==> config.mk <==
export PLATFORM = sky130hd
export DESIGN_NAME = instruction_sequencer
export DESIGN_NICKNAME = d
export VERILOG_FILES = /design/src/rtl/seq_pkg.sv /design/src/rtl/seq_pc.sv /design/src/rtl/instruction_sequencer.sv
export SDC_FILE = /design/constraint.sdc
export NUM_CORES = 1
export LEC_CHECK = 0
export CAP_MARGIN = 30
export CELL_PAD_IN_SITES_DETAIL_PLACEMENT = 0
export CELL_PAD_IN_SITES_GLOBAL_PLACEMENT = 2
export CORE_MARGIN = 10
export CORE_UTILIZATION = 29
export DETAILED_ROUTE_END_ITERATION = 10
export GPL_ROUTABILITY_DRIVEN = 0
export HOLD_SLACK_MARGIN = 0.05
export PLACE_DENSITY_LB_ADDON = 0.1
export SYNTH_ARGS = -nofsm -noshare
export SYNTH_HDL_FRONTEND = slang
export SYNTH_HIERARCHICAL = 1
export SYNTH_SLANG_ARGS = --single-unit
==> constraint.sdc <==
create_clock -name clk -period 6.34 [get_ports clk]
set_clock_uncertainty 0.2 [all_clocks]
set_input_delay 0.951 -clock clk [delete_from_list [all_inputs] [get_ports clk]]
set_output_delay 0.951 -clock clk [all_outputs]
set_load 0.01 [all_outputs]
==> src/rtl/seq_pkg.sv <==
// Shared definitions for the instruction sequencer: width defaults, instruction
// class nibbles, FSM state encoding and the instruction-class decoder.
package seq_pkg;

    localparam int DEFAULT_DATA_WIDTH = 16;
    localparam int DEFAULT_ADDR_WIDTH = 8;

    localparam logic [3:0] CLS_NOP  = 4'h0;
    localparam logic [3:0] CLS_ALU  = 4'h1;
    localparam logic [3:0] CLS_LDI  = 4'h2;
    localparam logic [3:0] CLS_JMP  = 4'h3;
    localparam logic [3:0] CLS_BRF  = 4'h4;
    localparam logic [3:0] CLS_HALT = 4'hF;

    typedef enum logic [2:0] {
        S_IDLE  = 3'd0,
        S_FETCH = 3'd1,
        S_WAIT  = 3'd2,
        S_ISSUE = 3'd3,
        S_HALT  = 3'd4
    } seq_state_e;

    typedef struct packed {
        logic exec;    // ALU or LDI: present the words to the datapath
        logic jump;
        logic branch;
        logic halt;
    } instr_decode_t;

    // Unlisted class nibbles fall out as all-zero, i.e. a NOP.
    function automatic instr_decode_t decode_class(input logic [3:0] cls);
        instr_decode_t dec;
        dec = '0;
        case (cls)
            CLS_ALU, CLS_LDI: dec.exec   = 1'b1;
            CLS_JMP:          dec.jump   = 1'b1;
            CLS_BRF:          dec.branch = 1'b1;
            CLS_HALT:         dec.halt   = 1'b1;
            default:          dec        = '0;
        endcase
        return dec;
    endfunction

endpackage

==> src/rtl/seq_pc.sv <==
// Program counter for the instruction sequencer: synchronous load has priority
// over increment; increment wraps modulo 2^ADDR_WIDTH.
module seq_pc
    import seq_pkg::*;
#(
    parameter int ADDR_WIDTH = DEFAULT_ADDR_WIDTH
) (
    input  logic                  clk,
    input  logic                  reset,
    input  logic                  load_en,
    input  logic [ADDR_WIDTH-1:0] load_addr,
    input  logic                  inc_en,
    output logic [ADDR_WIDTH-1:0] pc
);

    logic [ADDR_WIDTH-1:0] pc_d;
    logic [ADDR_WIDTH-1:0] pc_q;

    always_comb begin
        pc_d = pc_q;
        if (load_en) begin
            pc_d = load_addr;
        end else if (inc_en) begin
            pc_d = pc_q + ADDR_WIDTH'(1);
        end
    end

    // NOTE: state flops use non-blocking assignments so every flop samples the
    // pre-edge values; blocking here would make results depend on process order.
    always_ff @(posedge clk or negedge reset) begin
        if (!reset) begin
            pc_q <= '0;
        end else begin
            pc_q <= pc_d;
        end
    end

    assign pc = pc_q;

endmodule

==> src/rtl/instruction_sequencer.sv <==
// Fetch / wait / issue sequencer driving an ALU datapath from instruction memory.
// Define SEQ_BRANCH_EN to enable JMP and BRF; otherwise both decode as NOP.
module instruction_sequencer
    import seq_pkg::*;
#(
    parameter int DATA_WIDTH = DEFAULT_DATA_WIDTH,
    parameter int ADDR_WIDTH = DEFAULT_ADDR_WIDTH
) (
    input  logic                  clk,
    input  logic                  reset,
    input  logic                  start,
    input  logic [ADDR_WIDTH-1:0] start_addr,
    output logic [ADDR_WIDTH-1:0] imem_addr,
    output logic                  imem_req,
    input  logic                  imem_ack,
    input  logic [DATA_WIDTH-1:0] imem_opcode,
    input  logic [DATA_WIDTH-1:0] imem_operand,
    output logic [DATA_WIDTH-1:0] opcode,
    output logic [DATA_WIDTH-1:0] operand,
    input  logic [3:0]            alu_flags,
    output logic                  busy,
    output logic                  halted,
    output logic [ADDR_WIDTH-1:0] pc
);

    seq_state_e state_d;
    seq_state_e state_q;

    logic                  ack_d;
    logic                  ack_q;
    logic [DATA_WIDTH-1:0] instr_opcode_d;
    logic [DATA_WIDTH-1:0] instr_opcode_q;
    logic [DATA_WIDTH-1:0] instr_operand_d;
    logic [DATA_WIDTH-1:0] instr_operand_q;

    instr_decode_t         dec;
    logic                  taken;
    logic                  capture;
    logic                  start_accept;
    logic                  pc_load;
    logic                  pc_inc;
    logic [ADDR_WIDTH-1:0] pc_load_addr;

    assign dec          = decode_class(instr_opcode_q[15:12]);
    assign start_accept = start && ((state_q == S_IDLE) || (state_q == S_HALT));
    assign capture      = (state_q == S_WAIT) && imem_ack && !ack_q;

`ifdef SEQ_BRANCH_EN
    assign taken = dec.jump || (dec.branch && ((alu_flags & instr_opcode_q[3:0]) != 4'b0000));
`else
    logic branch_unused;
    assign branch_unused = ^{alu_flags, dec.jump, dec.branch};
    assign taken         = 1'b0;
`endif

    // ---------------- FSM: state register ----------------
    always_ff @(posedge clk or negedge reset) begin
        if (!reset) begin
            state_q <= S_IDLE;
        end else begin
            state_q <= state_d;
        end
    end

    // ---------------- FSM: next state ----------------
    // The acknowledge is registered before leaving WAIT, so one instruction
    // costs FETCH + ack latency + ack register + ISSUE cycles.
    always_comb begin
        // NOTE: every combinational output gets a default before the case so no
        // path leaves it unassigned, which would otherwise infer a latch.
        state_d = state_q;
        case (state_q)
            S_IDLE:  if (start) state_d = S_FETCH;
            S_FETCH: state_d = S_WAIT;
            S_WAIT:  if (ack_q) state_d = S_ISSUE;
            S_ISSUE: state_d = dec.halt ? S_HALT : S_FETCH;
            S_HALT:  if (start) state_d = S_FETCH;
            default: state_d = S_IDLE;
        endcase
    end

    // ---------------- FSM: outputs ----------------
    always_comb begin
        imem_req = 1'b0;
        busy     = 1'b0;
        halted   = 1'b0;
        opcode   = '0;
        operand  = '0;
        case (state_q)
            S_FETCH: begin
                imem_req = 1'b1;
                busy     = 1'b1;
            end
            S_WAIT:  busy = 1'b1;
            S_ISSUE: begin
                busy = 1'b1;
                if (dec.exec) begin
                    opcode  = instr_opcode_q;
                    operand = instr_operand_q;
                end
            end
            S_HALT:  halted = 1'b1;
            default: begin
                imem_req = 1'b0;
                busy     = 1'b0;
            end
        endcase
    end

    // ---------------- instruction registers ----------------
    // Only the first ack seen in WAIT is captured; acks in any other state,
    // including one still in flight across a reset, are dropped.
    always_comb begin
        ack_d           = capture;
        instr_opcode_d  = instr_opcode_q;
        instr_operand_d = instr_operand_q;
        if (capture) begin
            instr_opcode_d  = imem_opcode;
            instr_operand_d = imem_operand;
        end
    end

    // NOTE: the instruction registers are reset along with the control state so
    // a reset mid-fetch cannot leave a stale instruction to be issued later.
    always_ff @(posedge clk or negedge reset) begin
        if (!reset) begin
            ack_q           <= 1'b0;
            instr_opcode_q  <= '0;
            instr_operand_q <= '0;
        end else begin
            ack_q           <= ack_d;
            instr_opcode_q  <= instr_opcode_d;
            instr_operand_q <= instr_operand_d;
        end
    end

    // ---------------- program counter control ----------------
    // A HALT issues neither a load nor an increment, so pc keeps the HALT address.
    always_comb begin
        pc_load      = 1'b0;
        pc_inc       = 1'b0;
        pc_load_addr = start_addr;
        if (start_accept) begin
            pc_load = 1'b1;
        end else if (state_q == S_ISSUE) begin
            pc_load_addr = instr_operand_q[ADDR_WIDTH-1:0];
            pc_load      = taken;
            pc_inc       = !taken && !dec.halt;
        end
    end

    seq_pc #(
        .ADDR_WIDTH (ADDR_WIDTH)
    ) u_pc (
        .clk       (clk),
        .reset     (reset),
        .load_en   (pc_load),
        .load_addr (pc_load_addr),
        .inc_en    (pc_inc),
        .pc        (pc)
    );

    assign imem_addr = pc;

endmodule

==> parameters.txt, run 1 <==
Parameter                              Value

Outcome
  Run status    finished, final reports clean

Worst hold path
  Hold_sp    instr_operand_q[12]
  Worst hold stages    1
  Worst Hold Class    register to register
  Worst Hold Path EP    instr_operand_q[12]

Synth
  Cells after Synth    ~190
  Number of warnings issued by yosys    6
  Cells taking the most area after synthesis    sky130_fd_sc_hd__dfrtp_1 (46%), sky130_fd_sc_hd__mux2_4 (18%), sky130_fd_sc_hd__and2_1 (8.1%)
  Fraction of synthesis flops using an asynchronous set or reset pin    100%
  Synthesized-area fraction occupied by xor and xnor cells    2.19%
  Yosys top cell by area    sky130_fd_sc_hd__dfrtp_1
  Main combinational cell family by area after synthesis    multiplexers
  Sequential fraction of the synthesis area    45.8%
  Area share of fa/ha/maj cells after synthesis    0.521%
  Number of distinct library cell variants in the gate-level netlist after synthesis    32
  Post-synthesis register bit count    44
  Mux contribution to synthesized area    24.1%
  Basic-gate share of the synthesized area counting and, or, nand and nor cells    17.0%
  Count of flip-flops with a built-in enable after synthesis    0
  Compound-cell area share of the yosys netlist    2.24%
  Avg Inst Size Synth    ~12 um^2
  Post-Synthesis Cell Area    between 2000 and 2500 um^2
  Top cell type's share of synthesized area    approximately 46%
  Most used flip-flop cell after synthesis    sky130_fd_sc_hd__dfrtp_1

Global route
  Maximum number of pins on one net before global-route repair    24
  Antenna violations before repair    0
  Via count of the first global-routing pass    ~1,800
  Overflow after GRT    0
  First-pass GRT wire length    10.5 mm
  Total global-route track usage    10.4%

Die
  Width of the die    111 um
  Area inside the core boundary    8130 um^2
  Die area    12,300 um^2
  Site row count    33
  Top Ports    just under 100
  Vert. Die Dim    ~110 um
  Starting density of the core    a little under 30%

Critical path
  Worst R2R Start    state_q[2]
  Register-to-Register Path Depth    5
  Worst Setup Path Type    register to output pin
  Critical path required time    5.19 ns
  Worst Path Arrival    approximately 3 ns
  End of the worst register-to-register path    u_pc/pc[7]
  Ordered cell list for the critical path    nand3b_1, nor4_4, buf_4, and2_1, clkdlybuf4s50_1
  Worst setup EP type    output pin
  Slack of the worst reg-to-reg path    roughly 3.5 ns
  Library cell contributing the largest single delay on the critical path    sky130_fd_sc_hd__nand3b_1
  CP startpoint kind    register
  Highest cell delay on the worst timing path    0.57 ns
  Largest driver fanout on the critical path    23

Layout
  Antenna diode instance count    0
  Fill count    slightly below 800
  Highest-count cells in the layout ignoring fill and taps    sky130_fd_sc_hd__clkdlybuf4s50_1 (91), sky130_fd_sc_hd__dfrtp_1 (44), sky130_fd_sc_hd__and2_1 (31)
  Sequential cell area    between 1000 and 1500 um^2
  Growth of design area from synthesis to finish    43.2%
  Multi-input combinational cell area    1120 um^2
  Commonest non-fill, non-tap cell in the layout    sky130_fd_sc_hd__clkdlybuf4s50_1
  Final net count    324
  Fraction of layout instances using a drive strength above 1    20.0%

Power
  Power density normalized to cell area    between 400 and 500 nW/um^2
  Total power    1420 uW
  IR drop worst, VDD    about 0.14 mV
  Leakage power    0.00142 uW

Timing
  Max Freq    0.245 GHz
  Period utilisation layout    64.3%
  Endpoints failing hold    0
  Slew at the pin with the worst max-slew slack    0.744 ns
  Total Negative Setup Slacks    0 ns
  Worst hold slack after final layout    0.308 ns
  Tmin final    around 4.1 ns
  Max Slew Vio Count    0
  Slew HR    50.4%
  Number of setup violations in the final report    0
  Setup repair after global routing missed its margin    no

Detailed routing
  Drt total wl    6.43 mm
  Routed len/inst    16.9 um
  Vias per std cell    roughly 4.3
  Routed Antenna Nets    0
  DRC Markers    0
  Starting DRT DRC Count    57
  First drt pass iteration count    4
  Count of vias placed by the detailed router    1,631

Clocking
  CTS Root Cell    sky130_fd_sc_hd__clkbuf_8
  Clock tree from TritonCTS    built
  Count of hold-fix buffers inserted at cts    0
  # H-tree levels    2
  Largest buffer count on any clock path    2
  Clock insertion delay at the later pin of the skew report    0.29 ns
  Post-cts repair resize count    0
  Total CTS buffers    5
  Setup Fix Bufs, Post-CTS    0
  Clock-pin slew of the registers on the worst-case setup and hold paths    ~0.09 ns
  CTS sink cnt    between 40 and 50

Job
  Maximum capacitance violations    0

Placed design
  HPWL reported at the end of detailed placement    about 4.8 mm
  Number of buffer cells added on primary ports    92
## cell usage after synthesis (2+ instances only)
cell and instances:
sky130_fd_sc_hd__dfrtp_1 44, sky130_fd_sc_hd__and2_1 31, sky130_fd_sc_hd__mux2_4 29, sky130_fd_sc_hd__buf_4 11
sky130_fd_sc_hd__mux2_2 11, sky130_fd_sc_hd__nand2_1 11, sky130_fd_sc_hd__o21ai_0 6, sky130_fd_sc_hd__nand3_1 5
sky130_fd_sc_hd__clkbuf_2 4, sky130_fd_sc_hd__nor2_1 4, sky130_fd_sc_hd__nor2b_1 4, sky130_fd_sc_hd__buf_12 3
sky130_fd_sc_hd__nand4_1 3, sky130_fd_sc_hd__or4_1 3, sky130_fd_sc_hd__xnor2_1 3, sky130_fd_sc_hd__xor2_1 3
sky130_fd_sc_hd__clkbuf_1 2, sky130_fd_sc_hd__mux2i_1 2, sky130_fd_sc_hd__o21ai_1 2
## critical path: cells and delay by family, from the launching register on
kind	cells	cell delay (ns)
and+or+nand+nor	3	1.29
buffers and inverters	2	0.89
DFF	1	0.45
## worst max path at each step
stage                          start          to  slack, ns  depth (start not counted)
after global routing      state_q[2]   opcode[1]       1.97                          5
after floorplan           state_q[2]   opcode[0]       3.95                          4
after global placement    state_q[2]  operand[4]       2.47                          5
final                     state_q[2]   opcode[9]       2.26                          5
after CTS                 state_q[2]  operand[4]       2.14                          5
after detailed placement  state_q[2]  operand[4]       2.48                          5
## where the power goes
part | total [uW] | switching [uW] | internal [uW]
combinational | 627 | 230 | 397
sequential | 541 | 120 | 421
clock | 255 | 99.6 | 155
## cells by family (layout without fill, tap and decap cells)
kind of cell,after synthesis,after routing
buffers and inverters,23,103
other,1,2
adders and majority gates,1,1
muxes,42,42
AOI/OAI and AO/OA,10,10
and+or+nand+nor,67,67
xor gates and xnor gates,6,6
DFF,44,44
## layer usage
metal,global-route usage [%],wire [um],vias to the layer above
met5,0,0,-
met2,15.6,2910,58
met3,3.79,368,4
met1,13.9,3120,770
met4,2.57,34,0
li1,-,-,799
## registers in the layout, indices dropped and copies added, names as in the netlist
register / count
ack_q: 1
state_q: 3
instr_opcode_q: 16
instr_operand_q: 16
u_pc/pc: 8
## per-stage QoR
step / setup WS [ns] / cell area, um^2 / utilization, % / instances
global placement: 2.47 / 3290 / 40.5 / 372
floorplan: 3.95 / 2410 / - / 195
detailed placement: 2.48 / 3310 / 40.7 / 373
CTS: 2.14 / 3440 / 42.3 / 380
global route: 1.97 / 3440 / 42.3 / 380
finish: 2.26 / 3440 / 42.3 / 380
## final cells by class
type | instances | share of cell area (%)
Inverter | 1 | 0.109
Tap cell | 105 | 3.82
Multi-Input combinational cell | 128 | 32.7
Clock inverter | 2 | 1.75
Timing Repair Buffer | 95 | 27.6
Sequential cell | 44 | 32.0
Clock buffer | 5 | 2.00
(Power assumes the default switching activity.)
==> run 2: changes to the inputs <==
CORE_UTILIZATION = 24   (was 29)
clock period = 3.5 ns   (was 6.34 ns; I/O delays follow)
==> run 2 against run 1 <==
Against the previous run: largest power group unchanged; die area rose by 17%; clock-buffer cell count increased by 1; final cell count rose by 8.7%; power is 79% higher; first-iteration DRC count shrank 32%.
==> parameters.txt, run 2 (same netlist as run 1, synthesis figures left out) <==
Parameter                              Value

Critical path
  Largest driver fanout on the critical path    26 (+13%)
  Worst Setup Path Type    register to output pin
  Critical path required time    2.77 ns (-2.42 ns)
  Worst setup EP type    output pin
  CP startpoint kind    register
  Worst Path Arrival    2.38 ns (-0.55 ns)

Global route
  Antenna violations before repair    1 (+1)
  First-pass GRT wire length    10.8 mm (+2.9%)
  Maximum number of pins on one net before global-route repair    30 (+25%)
  Via count of the first global-routing pass    1,888 (+6.8%)
  Total global-route track usage    9.37% (-1.1 points)
  Overflow after GRT    0 (unchanged)

Die
  Width of the die    120 um (+8.1%)
  Vert. Die Dim    120 um (+8.1%)
  Area inside the core boundary    9770 um^2 (+20%)
  Starting density of the core    24.6% (-5.0 points)
  Site row count    36 (+9.1%)
  Top Ports    99 (unchanged)
  Die area    14,400 um^2 (+17%)

Detailed routing
  DRC Markers    0 (unchanged)
  First drt pass iteration count    4 (unchanged)
  Count of vias placed by the detailed router    1,688 (+3.5%)
  Drt total wl    6.75 mm (+5.0%)
  Routed len/inst    16.3 um (-3.4%)
  Vias per std cell    4.09 (-4.8%)
  Routed Antenna Nets    0 (unchanged)
  Starting DRT DRC Count    39 (-32%)

Layout
  Final net count    327 (+0.93%)
  Highest-count cells in the layout ignoring fill and taps    sky130_fd_sc_hd__clkdlybuf4s50_1 (91), sky130_fd_sc_hd__dfrtp_1 (44), sky130_fd_sc_hd__and2_1 (31)
  Fraction of layout instances using a drive strength above 1    20.4% (+0.43 points)
  Growth of design area from synthesis to finish    45.5%
  Commonest non-fill, non-tap cell in the layout    sky130_fd_sc_hd__clkdlybuf4s50_1

Timing
  Setup repair after global routing missed its margin    no
  Total Negative Setup Slacks    0 ns (unchanged)
  Slew HR    56.7% (+6.3 points)
  Number of setup violations in the final report    0 (unchanged)
  Max Freq    about 0.32 GHz
  Endpoints failing hold    0 (unchanged)
  Worst hold slack after final layout    0.304 ns (-0.00360 ns)
  Tmin final    3.11 ns
  Slew at the pin with the worst max-slew slack    0.649 ns (-0.0952 ns)
  Max Slew Vio Count    0 (unchanged)
  Period utilisation layout    around nine tenths

Clocking
  Post-cts repair resize count    0 (unchanged)
  Clock tree from TritonCTS    built
  Total CTS buffers    5 (unchanged)
  Largest buffer count on any clock path    2 (unchanged)
  CTS Root Cell    sky130_fd_sc_hd__clkbuf_8
  Clock-pin slew of the registers on the worst-case setup and hold paths    0.09 ns (about the same)
  Clock insertion delay at the later pin of the skew report    0.30 ns (about the same)
  # H-tree levels    2 (unchanged)
  CTS sink cnt    44 (unchanged)

Power
  IR drop worst, VDD    0.287 mV (+100%)
  Power density normalized to cell area    727 nW/um^2 (+76%)
  Leakage power    0.00143 uW (+0.56%)

Worst hold path
  Worst Hold Class    register to register

Job
  Maximum capacitance violations    0 (unchanged)

Outcome
  Run status    finished, final reports clean

Placed design
  HPWL reported at the end of detailed placement    5.03 mm (+5.7%)
  Number of buffer cells added on primary ports    92 (unchanged)
==> run 2: cell types whose count changed in the layout (fill, tap and decap cells not counted) <==
cell / previous run / this run
sky130_fd_sc_hd__clkbuf_1: 0 / 1
sky130_fd_sc_hd__dlygate4sd3_1: 0 / 1
sky130_fd_sc_hd__buf_4: 2 / 3
sky130_fd_sc_hd__clkinv_2: 0 / 1
sky130_fd_sc_hd__bufinv_16: 2 / 1
sky130_fd_sc_hd__buf_12: 1 / 2
sky130_fd_sc_hd__diode_2: 0 / 1
==> run 2: worst paths after layout <==
check / start / slack, ns / cells past startpoint / end
min in group asynchronous: reset / 0.54 / 2 / instr_opcode_q[12]
max: state_q[2] / 0.39 / 5 / operand[2]
min: instr_opcode_q[5] / 0.30 / 1 / instr_opcode_q[5]
min reg2reg: instr_opcode_q[5] / 0.30 / 1 / instr_opcode_q[5]
max reg2reg: state_q[2] / 1.27 / 7 / u_pc/pc[7]
max in group asynchronous: reset / 2.05 / 3 / instr_opcode_q[3]
==> run 2: timing repair <==
| action | CTS | global route |
|---|---|---|
| hold endpoints to repair | 21 | 0 |
| hold buffers | 1 | 0 |
| buffers inserted | 0 | 0 |
==> run 2: final cells by class <==
| cell class | instances | area [um^2] |
|---|---|---|
| antenna | 1 | 2.50 |
| clock buffer | 6 | 72.6 |
| clock inverter | 2 | 35.0 |
| fill | 995 | 6280 |
| inverter | 1 | 3.75 |
| multi-input combinational | 128 | 1120 |
| sequential | 44 | 1100 |
| tap | 133 | 166 |
| timing repair buffer | 98 | 988 |
==> run 2: through the flow <==
stage	util [%]	setup WS (ns)	power, uW	std cells	area, um^2
final	35.8	0.392	2540	413	3490
after global routing	35.8	0.229	2730	413	3490
after CTS	35.7	0.343	2590	412	3490
after global placement	34.3	0.660	2170	402	3350
after floorplan	-	1.49	1780	195	2410
after detailed placement	34.5	0.675	2180	403	3370
==> run 2: power by group <==
group          switching [uW]  internal, uW
sequential                222           762
combinational             420           739
clock                     184           212
==> run 2: per-layer routing <==
layer | GRT usage (%) | up-vias | wire (um)
met5 | 0 | - | 0
met4 | 2.87 | 0 | 110
met3 | 3.80 | 6 | 519
met2 | 14.9 | 55 | 3110
met1 | 11.3 | 813 | 3010
li1 | - | 814 | -
==> run 2: critical path: stages (launching register included) <==
cell and delay [ns]:
sky130_fd_sc_hd__dfrtp_1 0.45, sky130_fd_sc_hd__nand3b_1 0.24, sky130_fd_sc_hd__nor4_4 0.33, sky130_fd_sc_hd__buf_4 0.32, sky130_fd_sc_hd__and2_1 0.16, sky130_fd_sc_hd__clkdlybuf4s50_1 0.57
